## src/rtl/pwm_pkg.sv

```systemverilog
// rtl/pwm_pkg.sv - shared state encoding for the PWM duty-cycle generator
package pwm_pkg;

    typedef enum logic {
        IDLE = 1'b0,
        RUN  = 1'b1
    } state_t;

    localparam int DEFAULT_WIDTH = 4;

endpackage

```

## src/rtl/pwm_gen_if.sv

```systemverilog
// rtl/pwm_gen_if.sv - count, duty handshake and waveform bundle for pwm_gen
interface pwm_gen_if #(
    parameter int Width = 4
);

    logic [Width-1:0] cnt_i;
    logic [Width-1:0] duty_i;
    logic             duty_valid_i;
    logic             duty_ready_o;
    logic             pwm_o;
    logic             period_o;

    modport master (
        output cnt_i,
        output duty_i,
        output duty_valid_i,
        input  duty_ready_o,
        input  pwm_o,
        input  period_o
    );

    modport slave (
        input  cnt_i,
        input  duty_i,
        input  duty_valid_i,
        output duty_ready_o,
        output pwm_o,
        output period_o
    );

endinterface

```

## src/rtl/dff.sv

```systemverilog
// rtl/dff.sv - width-parameterised enable flop with synchronous active-high reset to zero
module dff #(
    parameter int Width = 1
) (
    input  logic             clk,
    input  logic             rst,
    input  logic             en,
    input  logic [Width-1:0] d,
    output logic [Width-1:0] q
);

    always_ff @(posedge clk) begin
        if (rst) begin
            q <= '0;
        end else if (en) begin
            q <= d;
        end
    end

endmodule

```

## src/rtl/lt_cmp.sv

```systemverilog
// rtl/lt_cmp.sv - combinational unsigned less-than comparator
module lt_cmp #(
    parameter int Width = 4
) (
    input  logic [Width-1:0] a,
    input  logic [Width-1:0] b,
    output logic             lt
);

    assign lt = (a < b);

endmodule

```

## src/rtl/pwm_gen.sv

```systemverilog
// rtl/pwm_gen.sv - registered PWM generator with period-boundary duty updates
module pwm_gen
    import pwm_pkg::*;
#(
    parameter int Width = DEFAULT_WIDTH
) (
    input  logic     clk_i,
    input  logic     rst_i,
    pwm_gen_if.slave bus
);

    state_t           state_q;
    logic             pwm_q;
    logic             period_q;
    logic             pend_valid_q;
    logic [Width-1:0] cnt_q;
    logic [Width-1:0] pend_q;
    logic [Width-1:0] active_q;
    logic [Width-1:0] d_eff;
    logic             cnt_zero;
    logic             entering;
    logic             period_start;
    logic             apply;
    logic             transfer;
    logic             cnt_lt_duty;

    assign cnt_zero = (bus.cnt_i == '0);
    assign entering = (state_q == IDLE) && cnt_zero;
    // A count parked at zero must not retrigger, hence the check against last cycle's count.
    assign period_start = entering || ((state_q == RUN) && cnt_zero && (cnt_q != '0));
    assign apply        = period_start && pend_valid_q;
    assign transfer     = bus.duty_valid_i && !pend_valid_q;
    assign d_eff        = apply ? pend_q : active_q;

    dff #(.Width(Width)) u_cnt_q (
        .clk (clk_i),
        .rst (rst_i),
        .en  (1'b1),
        .d   (bus.cnt_i),
        .q   (cnt_q)
    );

    dff #(.Width(Width)) u_pend_q (
        .clk (clk_i),
        .rst (rst_i),
        .en  (transfer),
        .d   (bus.duty_i),
        .q   (pend_q)
    );

    dff #(.Width(Width)) u_active_q (
        .clk (clk_i),
        .rst (rst_i),
        .en  (apply),
        .d   (pend_q),
        .q   (active_q)
    );

    lt_cmp #(.Width(Width)) u_cmp (
        .a  (bus.cnt_i),
        .b  (d_eff),
        .lt (cnt_lt_duty)
    );

    always_ff @(posedge clk_i) begin
        if (rst_i) begin
            state_q      <= IDLE;
            pwm_q        <= 1'b0;
            period_q     <= 1'b0;
            pend_valid_q <= 1'b0;
        end else begin
            case (state_q)
                IDLE: if (entering) state_q <= RUN;
                RUN:  state_q <= RUN;
                default: state_q <= IDLE;
            endcase
            pwm_q    <= ((state_q == RUN) || entering) && cnt_lt_duty;
            period_q <= period_start;
            // Ready is low while pending, so apply and transfer never coincide.
            if (apply) begin
                pend_valid_q <= 1'b0;
            end else if (transfer) begin
                pend_valid_q <= 1'b1;
            end
        end
    end

    assign bus.duty_ready_o = !pend_valid_q;
    assign bus.pwm_o        = pwm_q;
    assign bus.period_o     = period_q;

endmodule

```

## src/flat_wrapper.sv

```systemverilog
// flat-port wrapper written by rule: the top's interface ports become plain ports
module pwm_gen_flat import pwm_pkg::*;
#(
    parameter int Width = DEFAULT_WIDTH
)
  (clk_i, rst_i, bus_cnt_i, bus_duty_i, bus_duty_valid_i, bus_duty_ready_o, bus_pwm_o, bus_period_o);
  pwm_gen_if #(.Width(Width)) bus_i ();
  input  logic clk_i;
  input  logic rst_i;
  input wire logic [$bits(bus_i.cnt_i)-1:0] bus_cnt_i;
  input wire logic [$bits(bus_i.duty_i)-1:0] bus_duty_i;
  input wire logic [$bits(bus_i.duty_valid_i)-1:0] bus_duty_valid_i;
  output wire logic [$bits(bus_i.duty_ready_o)-1:0] bus_duty_ready_o;
  output wire logic [$bits(bus_i.pwm_o)-1:0] bus_pwm_o;
  output wire logic [$bits(bus_i.period_o)-1:0] bus_period_o;
  assign bus_i.cnt_i = bus_cnt_i;
  assign bus_i.duty_i = bus_duty_i;
  assign bus_i.duty_valid_i = bus_duty_valid_i;
  assign bus_duty_ready_o = bus_i.duty_ready_o;
  assign bus_pwm_o = bus_i.pwm_o;
  assign bus_period_o = bus_i.period_o;
  pwm_gen #(.Width(Width)) u_core (.clk_i(clk_i), .rst_i(rst_i), .bus(bus_i));
endmodule
```

## config.mk

```make
export PLATFORM = sky130hd
export DESIGN_NAME = pwm_gen_flat
export DESIGN_NICKNAME = d
export VERILOG_FILES = /design/src/rtl/pwm_pkg.sv /design/src/rtl/pwm_gen_if.sv /design/src/rtl/dff.sv /design/src/rtl/lt_cmp.sv /design/src/rtl/pwm_gen.sv /design/src/flat_wrapper.sv
export SDC_FILE = /design/constraint.sdc
export NUM_CORES = 1
export LEC_CHECK = 0
export ABC_CLOCK_PERIOD_IN_PS = 5400
export CORE_AREA = 3 3 40 42
export CTS_CLUSTER_DIAMETER = 200
export DETAILED_ROUTE_END_ITERATION = 6
export DIE_AREA = 0 0 43 45
export HOLD_SLACK_MARGIN = 0.05
export PLACE_DENSITY = 0.77
export RECOVER_POWER = 50
export SYNTH_ARGS = -nofsm -noshare
export SYNTH_HDL_FRONTEND = slang
export SYNTH_SLANG_ARGS = --single-unit
```

## constraint.sdc

```tcl
create_clock -name clk_i -period 5.4 [get_ports clk_i]
set_input_delay 0.81 -clock clk_i [delete_from_list [all_inputs] [get_ports clk_i]]
set_output_delay 0.81 -clock clk_i [all_outputs]
set_load 0.01 [all_outputs]
```

# Word level (Yosys, flattened, before mapping)

Index checks and enable logic that the tools add are counted.

Bits in registers: 16
Latch bits: 0
Memory bits (writable): 0
Memory bits (read-only): 0
Output and inout bits: 3
Memories: 0

$add $sub $neg: 0
Multiply operators: 0
Divide/modulo/power cells: 0
Magnitude comparators: 1
Equality and inequality tests: 0
Shift operators: 0
Multiplexer cells: 3
Bitwise operators: 1
Reductions and logical operators: 12

Operator list:

| cell                               | count |
|---|---|
| 1-bit logical AND                  | 6 |
| 4-bit zero test                    | 1 |
| 4-bit < comparator                 | 1 |
| 4-bit 2-to-1 mux                   | 1 |
| 4-bit nonzero test                 | 1 |
| 1-bit logical OR                   | 2 |
| 1-bit case mux with 2 select lines | 1 |
| 2-bit OR reduction                 | 1 |
| 1-bit zero test                    | 1 |
| 1-bit 2-to-1 mux                   | 1 |
| 1-bit NOT                          | 1 |

# Depth between registers and ports, before layout

Gate-level depths: netlist of the first run.

Depth in word-level cells: 8
Gate-level depth with buffers: 8
Mapped depth without buffers: 8

# Cells and area by module

A second synthesis of the first run with hierarchy kept.

Cell total of the unflattened synthesis: 71
Area total of the unflattened synthesis: 721.9 µm²

By module, submodules not included:

| module  | instances | cells each | area an instance (µm²) | sequential area each (µm²) |
|---|---|---|---|---|
| dff     | 3         | 13         | 140.1                  | 80.1 |
| pwm_gen | 1         | 21         | 216.5                  | 80.1 |
| lt_cmp  | 1         | 11         | 85.1                   | 0.0 |

# Worst setup path before layout of the first run

No wires, ideal clock.

Path kind: input-to-reg
From: input port bus_cnt_i[0]
To: register u_core.pwm_q (netlist: u_core.bus.pwm_o)
Library setup time: 0.096 ns
Arrival time: 2.380 ns
Required time: 5.304 ns
Slack: 2.924 ns
Stages on the path: 8
Buffers on the path: 0
Cells stage by stage: nor4_2 -> o211ai_4 -> mux2i_1 -> ha_1 -> a21oi_1 -> o211ai_1 -> o21bai_1 -> o41ai_2

Word-level cells in the longest chain between the ends: 8

Ends and longest elaborated chain:

| element                         | line               | source |
|---|---|---|
| start, declared                 | flat_wrapper.sv:10 | `input wire logic [$bits(bus_i.cnt_i)-1:0] bus_cnt_i;` |
| 4-bit zero test                 | pwm_gen.sv:27      | `assign cnt_zero = (bus.cnt_i == '0);` |
| 1-bit logical AND (2 in series) | pwm_gen.sv:30      | `assign period_start = entering \|\| ((state_q == RUN) && cnt_zero && (cnt_q != '0));` |
| 1-bit logical OR                | pwm_gen.sv:30      |  |
| 1-bit logical AND               | pwm_gen.sv:31      | `assign apply = period_start && pend_valid_q;` |
| 4-bit 2-to-1 mux                | pwm_gen.sv:33      | `assign d_eff = apply ? pend_q : active_q;` |
| 4-bit < comparator              | lt_cmp.sv:10       | `assign lt = (a < b);` |
| 1-bit logical AND (*)           | pwm_gen.sv:77      | `pwm_q <= ((state_q == RUN) \|\| entering) && cnt_lt_duty;` |
| end signal, assigned            | pwm_gen.sv:77      |  |
| end, declared                   | pwm_gen.sv:13      | `logic pwm_q;` |

Every way passes the cells marked *; elsewhere a longest branch is shown, timed or not.
A chain may end at the register's enable or synchronous reset.

# Final worst setup path of the first run

Ends and elaborated chain as after synthesis.

==> report_table.html, run 1 <==
<table>
<tr><th>Metric</th><th>Value</th></tr>
<tr><th colspan="2">Outcome</th></tr>
<tr><td>Outcome</td><td>complete, no violations</td></tr>
<tr><th colspan="2">Placement</th></tr>
<tr><td>Weighted congestion reported at the end of routability-driven placement</td><td>approximately 0.78</td></tr>
<tr><td>Buffers on Ports</td><td>13</td></tr>
<tr><td>Placed inst area</td><td>773 µm²</td></tr>
<tr><td>Half-perimeter wire length after placement</td><td>slightly below 800 µm</td></tr>
<tr><th colspan="2">Yosys</th></tr>
<tr><td>Async S/R FF share, synth</td><td>0%</td></tr>
<tr><td>Flip-flop cell with the highest count after synthesis</td><td>dfxtp_1</td></tr>
<tr><td>Most numerous cell types in the synthesized netlist</td><td>dfxtp_1, nor2_1, mux2i_1</td></tr>
<tr><td>Synth area leader</td><td>dfxtp_1</td></tr>
<tr><td>Synthesized flop and latch total</td><td>16</td></tr>
<tr><td>Yosys warning count</td><td>0</td></tr>
<tr><td>Cells taking the most area after synthesis</td><td>dfxtp_1, mux2i_1, nor2_1</td></tr>
<tr><td>Proportion of netlist area held by the largest area contributor</td><td>about half</td></tr>
<tr><td>Count leader, synth</td><td>dfxtp_1</td></tr>
<tr><td>Post-Synthesis Cell Area</td><td>632 µm²</td></tr>
<tr><td>Number of enable-type register cells in the synthesized netlist</td><td>0</td></tr>
<tr><td>Synthesized instance count</td><td>58</td></tr>
<tr><td>Synthesized Nets</td><td>72</td></tr>
<tr><td>Post-Synthesis Mean Instance Area</td><td>between 10 and 15 µm²</td></tr>
<tr><td>Distinct cell type count of the synthesized netlist</td><td>17</td></tr>
<tr><td>Post-synthesis sequential area ratio</td><td>a little over 50%</td></tr>
<tr><th colspan="2">Run</th></tr>
<tr><td>Max cap viols</td><td>0</td></tr>
<tr><th colspan="2">CTS</th></tr>
<tr><td>Number of hold buffers added after cts</td><td>0</td></tr>
<tr><td>Clk Latency, worst-skew pair</td><td>0.28 ns</td></tr>
<tr><td>CTS H-Tree Depth</td><td>1</td></tr>
<tr><td>Buffer type at the clock tree root</td><td>clkbuf_4</td></tr>
<tr><td>CTS clock-pin slew for the worst setup and hold paths</td><td>roughly 0.080 ns</td></tr>
<tr><td>Post-CTS Setup Bufs</td><td>0</td></tr>
<tr><td>Clock Sink Count</td><td>16</td></tr>
<tr><td>Max clock buf depth</td><td>2</td></tr>
<tr><td>Clock tree from TritonCTS</td><td>yes</td></tr>
<tr><td>Number of buffers created by CTS</td><td>3</td></tr>
<tr><td>Post-CTS sizing</td><td>0</td></tr>
<tr><th colspan="2">GRT</th></tr>
<tr><td>GR Util met2</td><td>a little under a fifth</td></tr>
<tr><td>Maximum number of pins on one net before global-route repair</td><td>16</td></tr>
<tr><td>Number of global-route vias before repair</td><td>~410</td></tr>
<tr><td>Initial antenna violation count</td><td>0</td></tr>
<tr><td>Met1 usage</td><td>16.5%</td></tr>
<tr><td>First-pass GRT wire length</td><td>between 1500 and 2000 µm</td></tr>
<tr><td>Global-route met3 utilization</td><td>2.39%</td></tr>
<tr><td>Global-route usage over all layers</td><td>13.1%</td></tr>
<tr><td>Remaining global-route overflow</td><td>0</td></tr>
<tr><td>Grt peak-use layer</td><td>met2</td></tr>
<tr><th colspan="2">Floorplanning</th></tr>
<tr><td>Overall die area</td><td>between 1500 and 2000 µm²</td></tr>
<tr><td>Count of boundary I/O pins</td><td>14</td></tr>
<tr><td>Die extent in y</td><td>roughly 45 µm</td></tr>
<tr><td>Starting density of the core</td><td>about half</td></tr>
<tr><td>Overall die width</td><td>around 43 µm</td></tr>
<tr><td>Core Region</td><td>about 1300 µm²</td></tr>
<tr><td>FP Rows</td><td>13</td></tr>
<tr><th colspan="2">Drt</th></tr>
<tr><td>Number of detailed-routing iterations run before antenna repair</td><td>4</td></tr>
<tr><td>Final wirelength</td><td>between 1000 and 1500 µm</td></tr>
<tr><td>Routed vias/inst</td><td>5.16</td></tr>
<tr><td>Number of DRC violations after detailed routing</td><td>0</td></tr>
<tr><td>Mean routed wirelength per cell</td><td>~12 µm</td></tr>
<tr><td>Via count</td><td>around 450</td></tr>
<tr><td>Violation count after the first detailed-routing iteration</td><td>5</td></tr>
<tr><td>Detail Route Antenna Nets</td><td>0</td></tr>
<tr><th colspan="2">Critical path</th></tr>
<tr><td>Nature of the critical path endpoint</td><td>flip-flop</td></tr>
<tr><td>Reg-to-reg endpoint</td><td>u_core.bus.pwm_o</td></tr>
<tr><td>Arrival time worst endpoint</td><td>3.28 ns</td></tr>
<tr><td>Biggest cell delay along the critical path</td><td>about 0.7 ns</td></tr>
<tr><td>Critical path's top delay family</td><td>compound AO/OA/AOI/OAI gates</td></tr>
<tr><td>Crit path from</td><td>bus_cnt_i[0]</td></tr>
<tr><td>Critical Path Fanout Max</td><td>5</td></tr>
<tr><td>Reg2Reg Setup Slack</td><td>between 3 and 4 ns</td></tr>
<tr><td>Launch point of the worst reg-to-reg path</td><td>u_core.state_q</td></tr>
<tr><td>Combined buffer and inverter count along the critical path</td><td>1</td></tr>
<tr><td>Critical Setup Path Class</td><td>input port to flip-flop</td></tr>
<tr><td>Cell-by-cell trace of the critical path</td><td>clkdlybuf4s50_1, nor4_1, o211ai_4, mux2i_1, ha_1, a21oi_1, o211ai_1, o21bai_1, o41ai_2</td></tr>
<tr><td>Cells on worst reg2reg path</td><td>8</td></tr>
<tr><td>Setup crit start kind</td><td>input port</td></tr>
<tr><td>WP data required</td><td>about 5.6 ns</td></tr>
<tr><td>Library cell contributing the largest single delay on the critical path</td><td>nor4_1</td></tr>
<tr><th colspan="2">Timing</th></tr>
<tr><td>Headroom to the max-slew limit</td><td>~47%</td></tr>
<tr><td>Tightest Pin Transition</td><td>a little under 0.8 ns</td></tr>
<tr><td>Crit path time final</td><td>a little over 3 ns</td></tr>
<tr><td>Final cycle utilization of the critical path</td><td>57.2%</td></tr>
<tr><td>Count of final hold-check violations</td><td>0</td></tr>
<tr><td>Final setup vio count</td><td>0</td></tr>
<tr><td>Sum Neg Setup Slack</td><td>0 ns</td></tr>
<tr><td>FMAX</td><td>0.324 GHz</td></tr>
<tr><td>RSZ-0062 raised after global routing</td><td>no</td></tr>
<tr><td>Setup Skew</td><td>0.00310 ns</td></tr>
<tr><td>Number of max-slew violations in the final report</td><td>0</td></tr>
<tr><th colspan="2">Worst hold path</th></tr>
<tr><td>Classification of the worst-slack hold path</td><td>flip-flop to flip-flop</td></tr>
<tr><td>Count of cells along the worst hold path</td><td>2</td></tr>
<tr><td>Min-delay src</td><td>u_core.u_pend_q.q[1]</td></tr>
<tr><td>Hold-critical path endpoint</td><td>u_core.u_pend_q.q[1]</td></tr>
<tr><th colspan="2">Cells and area</th></tr>
<tr><td>Proportion of layout cells with a drive suffix above 1</td><td>under 10%</td></tr>
<tr><td>Antenna Cells</td><td>0</td></tr>
<tr><td>Final-layout fill cell count</td><td>109</td></tr>
<tr><td>Cell area after layout</td><td>790 µm²</td></tr>
<tr><td>Synthesis-to-layout area growth</td><td>25.0%</td></tr>
<tr><td>Number of nets in the finished design</td><td>just under 90</td></tr>
<tr><th colspan="2">Pwr</th></tr>
<tr><td>Total Power</td><td>between 200 and 250 µW</td></tr>
<tr><td>Leakage</td><td>between 0.3 and 0.4 nW</td></tr>
<tr><td>Worst supply voltage drop on vdd</td><td>174 µV</td></tr>
<tr><td>Power density normalized to cell area</td><td>between 200 and 300 nW/µm²</td></tr>
</table>
## worst register-to-register path, cell delays in order (launching register included)
cell and delay [ns]:
dfxtp_1 0.37, or4b_4 0.50, o211ai_4 0.28, mux2i_1 0.26, ha_1 0.27, a21oi_1 0.13, o211ai_1 0.14, o21bai_1 0.22
o41ai_2 0.05
## worst max path at each step
| stage | cells past startpoint | end |
|---|---|---|
| detailed placement | 9 | u_core.bus.pwm_o |
| finish | 9 | u_core.bus.pwm_o |
| CTS | 9 | u_core.bus.pwm_o |
| global placement | 9 | u_core.bus.pwm_o |
| floorplan | 8 | u_core.bus.pwm_o |
| global route | 9 | u_core.bus.pwm_o |
## report_power, final
part,internal [mW],switching [mW]
registers,0.122,0.00276
clock network,0.0258,0.0338
logic,0.0131,0.00909
total,0.161,0.0457
## metrics by stage
step                      utilization [%]  setup slack [ns]  cells  hold slack, ns
after global routing                 61.4              2.15     87           0.549
after CTS                            61.9              2.55     87           0.509
after floorplan                         -              2.92     58           0.455
final                                61.4              2.31     87           0.503
after global placement               60.2              2.30     84           0.483
after detailed placement             60.2              2.26     84           0.490
## cells by family after synthesis
group	count (synthesis)	share of synthesized area, %
mux	8	12.7
flops	16	50.7
buf+inv	4	2.38
simple gates	20	16.8
fa+ha+maj	3	5.94
compound gates	7	11.5
## cell type report
type / count / area [µm²] / share of cell area, %
clock buffer: 3 / 22.5 / 2.85
multi-input combinational: 38 / 290 / 36.8
sequential: 16 / 320 / 40.6
inverter: 2 / 7.51 / 0.951
tap: 15 / 18.8 / 2.38
timing repair buffer: 13 / 130 / 16.5
## registers in the layout, summed over array words and instances, names as in the netlist
name                 cells
u_core.u_cnt_q.q         4
u_core.pend_valid_q      1
u_core.state_q           1
u_core.bus.pwm_o         1
u_core.bus.period_o      1
u_core.u_active_q.q      4
u_core.u_pend_q.q        4
## layout by cell type (no fill, tap or decap)
cell type	count
o211ai_4	1
nor4_1	1
o211a_1	1
nor2b_1	5
nand2_1	1
a21oi_1	1
o211ai_1	1
clkbuf_4	3
nor2_1	12
clkdlybuf4s50_1	11
ha_1	3
o21bai_1	1
mux2i_1	8
o41ai_2	1
dlygate4sd3_1	2
o21ai_0	1
dfxtp_1	16
or4b_4	1
inv_1	2
## layer usage
metal / vias up / wire length [µm]
li1: 229 / -
met2: 12 / 470
met3: 4 / 56
met4: 0 / 42
met1: 204 / 477
met5: - / 0
Note: power is estimated with default switching activity, not from simulation.
==> run 2, diff against run 1 <==
--- a/config.mk
+++ b/config.mk
@@ -5,13 +5,13 @@
 export SDC_FILE = /design/constraint.sdc
 export NUM_CORES = 1
 export LEC_CHECK = 0
-export ABC_CLOCK_PERIOD_IN_PS = 5400
-export CORE_AREA = 3 3 40 42
+export ABC_CLOCK_PERIOD_IN_PS = 2650
+export CORE_MARGIN = 3
+export CORE_UTILIZATION = 42
 export CTS_CLUSTER_DIAMETER = 200
 export DETAILED_ROUTE_END_ITERATION = 6
-export DIE_AREA = 0 0 43 45
 export HOLD_SLACK_MARGIN = 0.05
-export PLACE_DENSITY = 0.77
+export PLACE_DENSITY = 0.72
 export RECOVER_POWER = 50
 export SYNTH_ARGS = -nofsm -noshare
 export SYNTH_HDL_FRONTEND = slang
==> constraint.sdc (replaced) <==
create_clock -name clk_i -period 2.65 [get_ports clk_i]
set_input_delay 0.3975 -clock clk_i [delete_from_list [all_inputs] [get_ports clk_i]]
set_output_delay 0.3975 -clock clk_i [all_outputs]
set_load 0.01 [all_outputs]
==> report_table.html, run 2 (synthesized netlist as in run 1, its figures left out) <==
<table>
<tr><th>Metric</th><th>Value</th></tr>
<tr><th colspan="2">Placement</th></tr>
<tr><td>Weighted congestion reported at the end of routability-driven placement</td><td>0.679</td></tr>
<tr><td>Buffers on Ports</td><td>13</td></tr>
<tr><td>Placed inst area</td><td>a little under 800 µm²</td></tr>
<tr><td>Half-perimeter wire length after placement</td><td>around 820 µm</td></tr>
<tr><th colspan="2">Floorplanning</th></tr>
<tr><td>Core Region</td><td>~1400 µm²</td></tr>
<tr><td>Overall die area</td><td>around 2000 µm²</td></tr>
<tr><td>FP Rows</td><td>13</td></tr>
<tr><td>Die extent in y</td><td>roughly 45 µm</td></tr>
<tr><td>Overall die width</td><td>approximately 45 µm</td></tr>
<tr><td>Count of boundary I/O pins</td><td>14</td></tr>
<tr><td>Starting density of the core</td><td>between 40% and 50%</td></tr>
<tr><th colspan="2">Critical path</th></tr>
<tr><td>Critical Path Fanout Max</td><td>3</td></tr>
<tr><td>Arrival time worst endpoint</td><td>about 2.4 ns</td></tr>
<tr><td>Nature of the critical path endpoint</td><td>flip-flop</td></tr>
<tr><td>Library cell contributing the largest single delay on the critical path</td><td>or4b_4</td></tr>
<tr><td>Biggest cell delay along the critical path</td><td>0.56 ns</td></tr>
<tr><td>WP data required</td><td>roughly 2.8 ns</td></tr>
<tr><td>Cell-by-cell trace of the critical path</td><td>or4b_4, o211ai_4, buf_4, mux2i_1, ha_1, a21oi_1, o211ai_1, o21bai_1, o41ai_2</td></tr>
<tr><td>Combined buffer and inverter count along the critical path</td><td>1</td></tr>
<tr><td>Setup crit start kind</td><td>flip-flop</td></tr>
<tr><td>Critical path's top delay family</td><td>compound AO/OA/AOI/OAI gates</td></tr>
<tr><td>Critical Setup Path Class</td><td>flip-flop to flip-flop</td></tr>
<tr><th colspan="2">Cells and area</th></tr>
<tr><td>Top flop regs</td><td>u_core.u_active_q.q: 4 flops, u_core.u_cnt_q.q: 4 flops, u_core.u_pend_q.q: 4 flops</td></tr>
<tr><td>Proportion of layout cells with a drive suffix above 1</td><td>13.2%</td></tr>
<tr><td>Highest-count cells in the layout ignoring fill and taps</td><td>dfxtp_1, nor2_1, clkdlybuf4s50_1, mux2i_1, nor2b_1</td></tr>
<tr><td>Number of nets in the finished design</td><td>between 90 and 100</td></tr>
<tr><td>Area of the multi-input gates</td><td>roughly 300 µm²</td></tr>
<tr><td>Antenna Cells</td><td>0</td></tr>
<tr><td>Most common cell after layout, fill and taps aside</td><td>dfxtp_1</td></tr>
<tr><td>Synthesis-to-layout area growth</td><td>31.1%</td></tr>
<tr><td>Cell area after layout</td><td>between 800 and 900 µm²</td></tr>
<tr><td>Sequential cell area in the final layout</td><td>approximately 320 µm²</td></tr>
<tr><td>Final-layout fill cell count</td><td>about 120</td></tr>
<tr><th colspan="2">GRT</th></tr>
<tr><td>Maximum number of pins on one net before global-route repair</td><td>16</td></tr>
<tr><td>First-pass GRT wire length</td><td>1950 µm</td></tr>
<tr><td>Global-route usage over all layers</td><td>between 10% and 20%</td></tr>
<tr><td>GR Util met2</td><td>a little over a fifth</td></tr>
<tr><td>Number of global-route vias before repair</td><td>about 440</td></tr>
<tr><td>Global-route met3 utilization</td><td>roughly 4.8%</td></tr>
<tr><td>Grt peak-use layer</td><td>met2</td></tr>
<tr><td>Remaining global-route overflow</td><td>0</td></tr>
<tr><td>Initial antenna violation count</td><td>0</td></tr>
<tr><td>Met1 usage</td><td>about 17%</td></tr>
<tr><th colspan="2">Timing</th></tr>
<tr><td>Sum Neg Setup Slack</td><td>0 ns</td></tr>
<tr><td>RSZ-0062 raised after global routing</td><td>no</td></tr>
<tr><td>Final cycle utilization of the critical path</td><td>between 80% and 90%</td></tr>
<tr><td>Crit path time final</td><td>roughly 2.3 ns</td></tr>
<tr><td>FMAX</td><td>~0.44 GHz</td></tr>
<tr><td>Tightest Pin Transition</td><td>roughly 0.64 ns</td></tr>
<tr><td>Headroom to the max-slew limit</td><td>between 50% and 60%</td></tr>
<tr><td>Setup Skew</td><td>about 0.0032 ns</td></tr>
<tr><td>Count of final hold-check violations</td><td>0</td></tr>
<tr><td>Number of max-slew violations in the final report</td><td>0</td></tr>
<tr><td>Final setup vio count</td><td>0</td></tr>
<tr><th colspan="2">Drt</th></tr>
<tr><td>Routed vias/inst</td><td>around 5.0</td></tr>
<tr><td>Mean routed wirelength per cell</td><td>12.0 µm</td></tr>
<tr><td>Final wirelength</td><td>around 1100 µm</td></tr>
<tr><td>Number of DRC violations after detailed routing</td><td>0</td></tr>
<tr><td>Number of detailed-routing iterations run before antenna repair</td><td>4</td></tr>
<tr><td>Via count</td><td>about 460</td></tr>
<tr><td>Violation count after the first detailed-routing iteration</td><td>13</td></tr>
<tr><td>Detail Route Antenna Nets</td><td>0</td></tr>
<tr><th colspan="2">Pwr</th></tr>
<tr><td>Power density normalized to cell area</td><td>approximately 560 nW/µm²</td></tr>
<tr><td>Worst supply voltage drop on vdd</td><td>367 µV</td></tr>
<tr><td>Leakage</td><td>approximately 0.36 nW</td></tr>
<tr><th colspan="2">Worst hold path</th></tr>
<tr><td>Classification of the worst-slack hold path</td><td>flip-flop to flip-flop</td></tr>
<tr><th colspan="2">CTS</th></tr>
<tr><td>Clock tree from TritonCTS</td><td>yes</td></tr>
<tr><td>CTS H-Tree Depth</td><td>1</td></tr>
<tr><td>Clock Sink Count</td><td>16</td></tr>
<tr><td>Clk Latency, worst-skew pair</td><td>0.29 ns</td></tr>
<tr><td>Number of buffers created by CTS</td><td>3</td></tr>
<tr><td>Buffer type at the clock tree root</td><td>clkbuf_4</td></tr>
<tr><td>Post-CTS sizing</td><td>0</td></tr>
<tr><td>Number of hold buffers added after cts</td><td>0</td></tr>
<tr><td>Max clock buf depth</td><td>2</td></tr>
<tr><td>CTS clock-pin slew for the worst setup and hold paths</td><td>roughly 0.09 ns</td></tr>
<tr><td>Post-CTS Setup Bufs</td><td>0</td></tr>
<tr><th colspan="2">Outcome</th></tr>
<tr><td>Outcome</td><td>complete, no violations</td></tr>
<tr><th colspan="2">Run</th></tr>
<tr><td>Max cap viols</td><td>0</td></tr>
</table>
## run 2: metal layers
metal	vias up	wire, µm	share of wire [%]
met2	9	513	47
met4	0	13	1.2
li1	237	-	-
met3	2	46	4.2
met5	-	0	0
met1	207	519	47
## run 2: power breakdown
| part | total [mW] | internal [mW] | switching, mW |
|---|---|---|---|
| registers | 0.255 | 0.250 | 0.00566 |
| logic | 0.0473 | 0.0279 | 0.0194 |
| clock network | 0.161 | 0.0836 | 0.0778 |
## run 2: worst paths after layout
check | start | endpoint | slack, ns | cells after the start
max | u_core.u_cnt_q.q[0] | u_core.bus.pwm_o | 0.40 | 9
min | u_core.u_pend_q.q[2] | u_core.u_pend_q.q[2] | 0.50 | 2
max reg2reg | u_core.u_cnt_q.q[0] | u_core.bus.pwm_o | 0.40 | 9
min reg2reg | u_core.u_pend_q.q[2] | u_core.u_pend_q.q[2] | 0.50 | 2
## run 2: stage by stage
stage / hold WS (ns) / power [mW] / std cells / utilization [%] / setup slack, ns
floorplan: 0.455 / 0.283 / 58 / - / 0.514
global placement: 0.481 / 0.309 / 87 / 58.9 / 0.0986
detailed placement: 0.489 / 0.310 / 87 / 58.9 / 0.0819
CTS: 0.513 / 0.472 / 91 / 61.6 / 0.368
global route: 0.531 / 0.491 / 91 / 61.4 / 0.237
finish: 0.502 / 0.464 / 91 / 61.4 / 0.399
## run 2: worst min-delay path, delay by kind of cell (launching register included)
family | cells | cell delay (ns)
multiplexers | 1 | 0.07
AND/OR/NAND/NOR | 1 | 0.07
flip-flops | 1 | 0.34
## run 2: layout make-up
cell class | instances | share of cell area, %
repair buffers | 16 | 18.0
flip-flops and latches | 16 | 38.7
well taps | 15 | 2.27
multi-input cells | 38 | 35.8
inverters | 2 | 0.906
clock buffers | 4 | 4.38
==> run 3, diff against run 2 <==
--- a/config.mk
+++ b/config.mk
@@ -5,7 +5,7 @@
 export SDC_FILE = /design/constraint.sdc
 export NUM_CORES = 1
 export LEC_CHECK = 0
-export ABC_CLOCK_PERIOD_IN_PS = 2650
+export ABC_CLOCK_PERIOD_IN_PS = 1800
 export CORE_MARGIN = 3
 export CORE_UTILIZATION = 42
 export CTS_CLUSTER_DIAMETER = 200
==> constraint.sdc (replaced) <==
create_clock -name clk_i -period 1.8 [get_ports clk_i]
set_input_delay 0.27 -clock clk_i [delete_from_list [all_inputs] [get_ports clk_i]]
set_output_delay 0.27 -clock clk_i [all_outputs]
set_load 0.01 [all_outputs]
==> report_table.html, run 3 (synthesized netlist as in run 1, its figures left out) <==
<table>
<tr><th>Metric</th><th>Value</th></tr>
<tr><th colspan="2">Timing</th></tr>
<tr><td>Crit path time final</td><td>around 2.3 ns</td></tr>
<tr><td>Final cycle utilization of the critical path</td><td>125%</td></tr>
<tr><td>Final setup vio count</td><td>2</td></tr>
<tr><td>Tightest hold margin</td><td>~0.51 ns</td></tr>
<tr><td>RSZ-0062 raised after global routing</td><td>yes</td></tr>
<tr><td>Number of max-slew violations in the final report</td><td>0</td></tr>
<tr><td>FMAX</td><td>between 0.4 and 0.5 GHz</td></tr>
<tr><td>Tightest Pin Transition</td><td>0.601 ns</td></tr>
<tr><td>Headroom to the max-slew limit</td><td>between 50% and 60%</td></tr>
<tr><td>Count of final hold-check violations</td><td>0</td></tr>
<tr><td>Sum Neg Setup Slack</td><td>-0.459 ns</td></tr>
<tr><td>Final worst slack</td><td>-0.453 ns</td></tr>
<tr><td>Setup Skew</td><td>0.00681 ns</td></tr>
<tr><th colspan="2">Pwr</th></tr>
<tr><td>Leakage</td><td>approximately 0.39 nW</td></tr>
<tr><td>Total Power</td><td>slightly above 700 µW</td></tr>
<tr><td>Power density normalized to cell area</td><td>about 740 nW/µm²</td></tr>
<tr><td>Worst supply voltage drop on vdd</td><td>~450 µV</td></tr>
<tr><th colspan="2">Floorplanning</th></tr>
<tr><td>FP Rows</td><td>13</td></tr>
<tr><td>Overall die area</td><td>2010 µm²</td></tr>
<tr><td>Starting density of the core</td><td>a little under half</td></tr>
<tr><td>Die extent in y</td><td>around 45 µm</td></tr>
<tr><td>Core Region</td><td>roughly 1400 µm²</td></tr>
<tr><td>Overall die width</td><td>44.8 µm</td></tr>
<tr><td>Count of boundary I/O pins</td><td>14</td></tr>
<tr><th colspan="2">CTS</th></tr>
<tr><td>Max clock buf depth</td><td>2</td></tr>
<tr><td>Clock Sink Count</td><td>16</td></tr>
<tr><td>Buffer type at the clock tree root</td><td>clkbuf_4</td></tr>
<tr><td>Number of hold buffers added after cts</td><td>0</td></tr>
<tr><td>CTS H-Tree Depth</td><td>1</td></tr>
<tr><td>Clock tree from TritonCTS</td><td>yes</td></tr>
<tr><td>Number of buffers created by CTS</td><td>3</td></tr>
<tr><td>CTS clock-pin slew for the worst setup and hold paths</td><td>approximately 0.10 ns</td></tr>
<tr><td>Clk Latency, worst-skew pair</td><td>0.29 ns</td></tr>
<tr><th colspan="2">Critical path</th></tr>
<tr><td>Critical path's top delay family</td><td>simple AND/OR/NAND/NOR gates</td></tr>
<tr><td>Launch point of the worst reg-to-reg path</td><td>u_core.u_cnt_q.q[2]</td></tr>
<tr><td>Cells on worst reg2reg path</td><td>9</td></tr>
<tr><td>Arrival time worst endpoint</td><td>~2.5 ns</td></tr>
<tr><td>Reg2Reg Setup Slack</td><td>-0.45 ns</td></tr>
<tr><td>Biggest cell delay along the critical path</td><td>between 0.5 and 0.6 ns</td></tr>
<tr><td>Cell-by-cell trace of the critical path</td><td>or4b_4, o211ai_4, buf_4, buf_4, mux2i_2, ha_1, nor2_1, o21bai_4, o41ai_2</td></tr>
<tr><td>Reg-to-reg endpoint</td><td>u_core.bus.pwm_o</td></tr>
<tr><td>WP data required</td><td>roughly 2 ns</td></tr>
<tr><td>Combined buffer and inverter count along the critical path</td><td>2</td></tr>
<tr><td>Setup crit start kind</td><td>flip-flop</td></tr>
<tr><td>Critical Path Fanout Max</td><td>3</td></tr>
<tr><td>Critical Setup Path Class</td><td>flip-flop to flip-flop</td></tr>
<tr><td>Nature of the critical path endpoint</td><td>flip-flop</td></tr>
<tr><td>Library cell contributing the largest single delay on the critical path</td><td>or4b_4</td></tr>
<tr><td>Cell occurring most often along the worst timing path</td><td>buf_4</td></tr>
<tr><th colspan="2">Drt</th></tr>
<tr><td>Final wirelength</td><td>~1300 µm</td></tr>
<tr><td>Number of detailed-routing iterations run before antenna repair</td><td>1</td></tr>
<tr><td>Number of DRC violations after detailed routing</td><td>0</td></tr>
<tr><td>Mean routed wirelength per cell</td><td>between 10 and 15 µm</td></tr>
<tr><td>Routed vias/inst</td><td>4.92</td></tr>
<tr><td>Detail Route Antenna Nets</td><td>0</td></tr>
<tr><td>Via count</td><td>approximately 500</td></tr>
<tr><td>Violation count after the first detailed-routing iteration</td><td>0</td></tr>
<tr><th colspan="2">GRT</th></tr>
<tr><td>First-pass GRT wire length</td><td>2260 µm</td></tr>
<tr><td>Global-route usage over all layers</td><td>15.7%</td></tr>
<tr><td>Initial antenna violation count</td><td>0</td></tr>
<tr><td>Number of global-route vias before repair</td><td>between 500 and 600</td></tr>
<tr><td>Maximum number of pins on one net before global-route repair</td><td>15</td></tr>
<tr><td>Remaining global-route overflow</td><td>0</td></tr>
<tr><th colspan="2">Placement</th></tr>
<tr><td>Half-perimeter wire length after placement</td><td>890 µm</td></tr>
<tr><td>Buffers on Ports</td><td>13</td></tr>
<tr><td>Weighted congestion reported at the end of routability-driven placement</td><td>a little over 0.7</td></tr>
<tr><td>Cell total after placement</td><td>94</td></tr>
<tr><th colspan="2">Cells and area</th></tr>
<tr><td>Highest-count cells in the layout ignoring fill and taps</td><td>dfxtp_1, nor2_1, clkdlybuf4s50_1, buf_4, nor2b_1</td></tr>
<tr><td>Proportion of layout cells with a drive suffix above 1</td><td>around 31%</td></tr>
<tr><td>Most common cell after layout, fill and taps aside</td><td>dfxtp_1</td></tr>
<tr><td>Utilization of the core after routing</td><td>a little over two thirds</td></tr>
<tr><td>Synthesis-to-layout area growth</td><td>49.7%</td></tr>
<tr><td>Final-layout fill cell count</td><td>between 100 and 150</td></tr>
<tr><td>Top flop regs</td><td>u_core.u_active_q.q: 4 flops, u_core.u_cnt_q.q: 4 flops, u_core.u_pend_q.q: 4 flops</td></tr>
<tr><td>Non-filler cells in the finished layout</td><td>100</td></tr>
<tr><td>Number of nets in the finished design</td><td>100</td></tr>
<tr><td>Sequential cell area in the final layout</td><td>around 320 µm²</td></tr>
<tr><td>Antenna Cells</td><td>0</td></tr>
<tr><td>Area of the multi-input gates</td><td>347 µm²</td></tr>
<tr><th colspan="2">Worst hold path</th></tr>
<tr><td>Min-delay src</td><td>u_core.u_active_q.q[1]</td></tr>
<tr><td>Count of cells along the worst hold path</td><td>2</td></tr>
<tr><td>Classification of the worst-slack hold path</td><td>flip-flop to flip-flop</td></tr>
<tr><td>Hold-critical path endpoint</td><td>u_core.u_active_q.q[1]</td></tr>
<tr><th colspan="2">Outcome</th></tr>
<tr><td>Outcome</td><td>finished, violations left</td></tr>
<tr><td>Violations in the final reports</td><td>negative setup slack</td></tr>
<tr><th colspan="2">Run</th></tr>
<tr><td>Max cap viols</td><td>0</td></tr>
</table>
[run 3: how the worst max path moves through the flow]
stage	start	to	slack, ns	depth (start not counted)
floorplan	u_core.u_cnt_q.q[0]	u_core.bus.pwm_o	-0.34	8
global placement	bus_cnt_i[0]	u_core.bus.pwm_o	-0.54	10
detailed placement	bus_cnt_i[0]	u_core.bus.pwm_o	-0.58	10
CTS	u_core.u_cnt_q.q[2]	u_core.bus.pwm_o	-0.48	8
global route	u_core.u_cnt_q.q[2]	u_core.bus.pwm_o	-0.58	9
finish	u_core.u_cnt_q.q[2]	u_core.bus.pwm_o	-0.45	9
[run 3: per-stage QoR]
| step | setup WS [ns] | cell area [µm²] |
|---|---|---|
| after floorplan | -0.336 | 632 |
| after global placement | -0.535 | 848 |
| after detailed placement | -0.581 | 848 |
| after CTS | -0.485 | 907 |
| after global routing | -0.581 | 946 |
| final | -0.453 | 946 |
[run 3: final cells by class]
class                      instances  area share (%)
sequential                        16            33.9
inverter                           2           0.794
tap                               15            1.98
timing repair buffer              25            22.9
clock buffer                       4            3.84
multi-input combinational         38            36.6
[run 3: worst register-to-register path: cells and delay by family (launching register included)]
kind / cells / cell delay [ns]
multiplexers: 1 / 0.24
buffers and inverters: 2 / 0.32
AND/OR/NAND/NOR: 2 / 0.72
flip-flops: 1 / 0.31
adder cells (fa/ha/maj): 1 / 0.26
AO/OA/AOI/OAI: 3 / 0.32
[run 3: where the power goes]
group	leakage, nW	internal (mW)	switching (mW)
combinational	0.235	0.0548	0.0351
sequential	0.131	0.368	0.0100
clock	0.0210	0.123	0.114
total	0.387	0.545	0.159
[run 3: layer usage]
metal  share of wire, %  track usage, %  routed length (µm)  vias to the layer above
met5                  0               0                   0                        -
met4                1.8            8.77                  23                        0
met3                4.0            3.59                  51                        4
met2                 48            24.9                 611                        9
met1                 46            19.6                 581                      228
li1                   -               -                   -                      251
[run 3: timing repair]
| action | CTS | global route |
|---|---|---|
| setup endpoints to repair | 1 | 3 |
| pin swaps | 5 | 3 |
| resized for setup | 2 | 7 |
| buffers inserted | 2 | 0 |
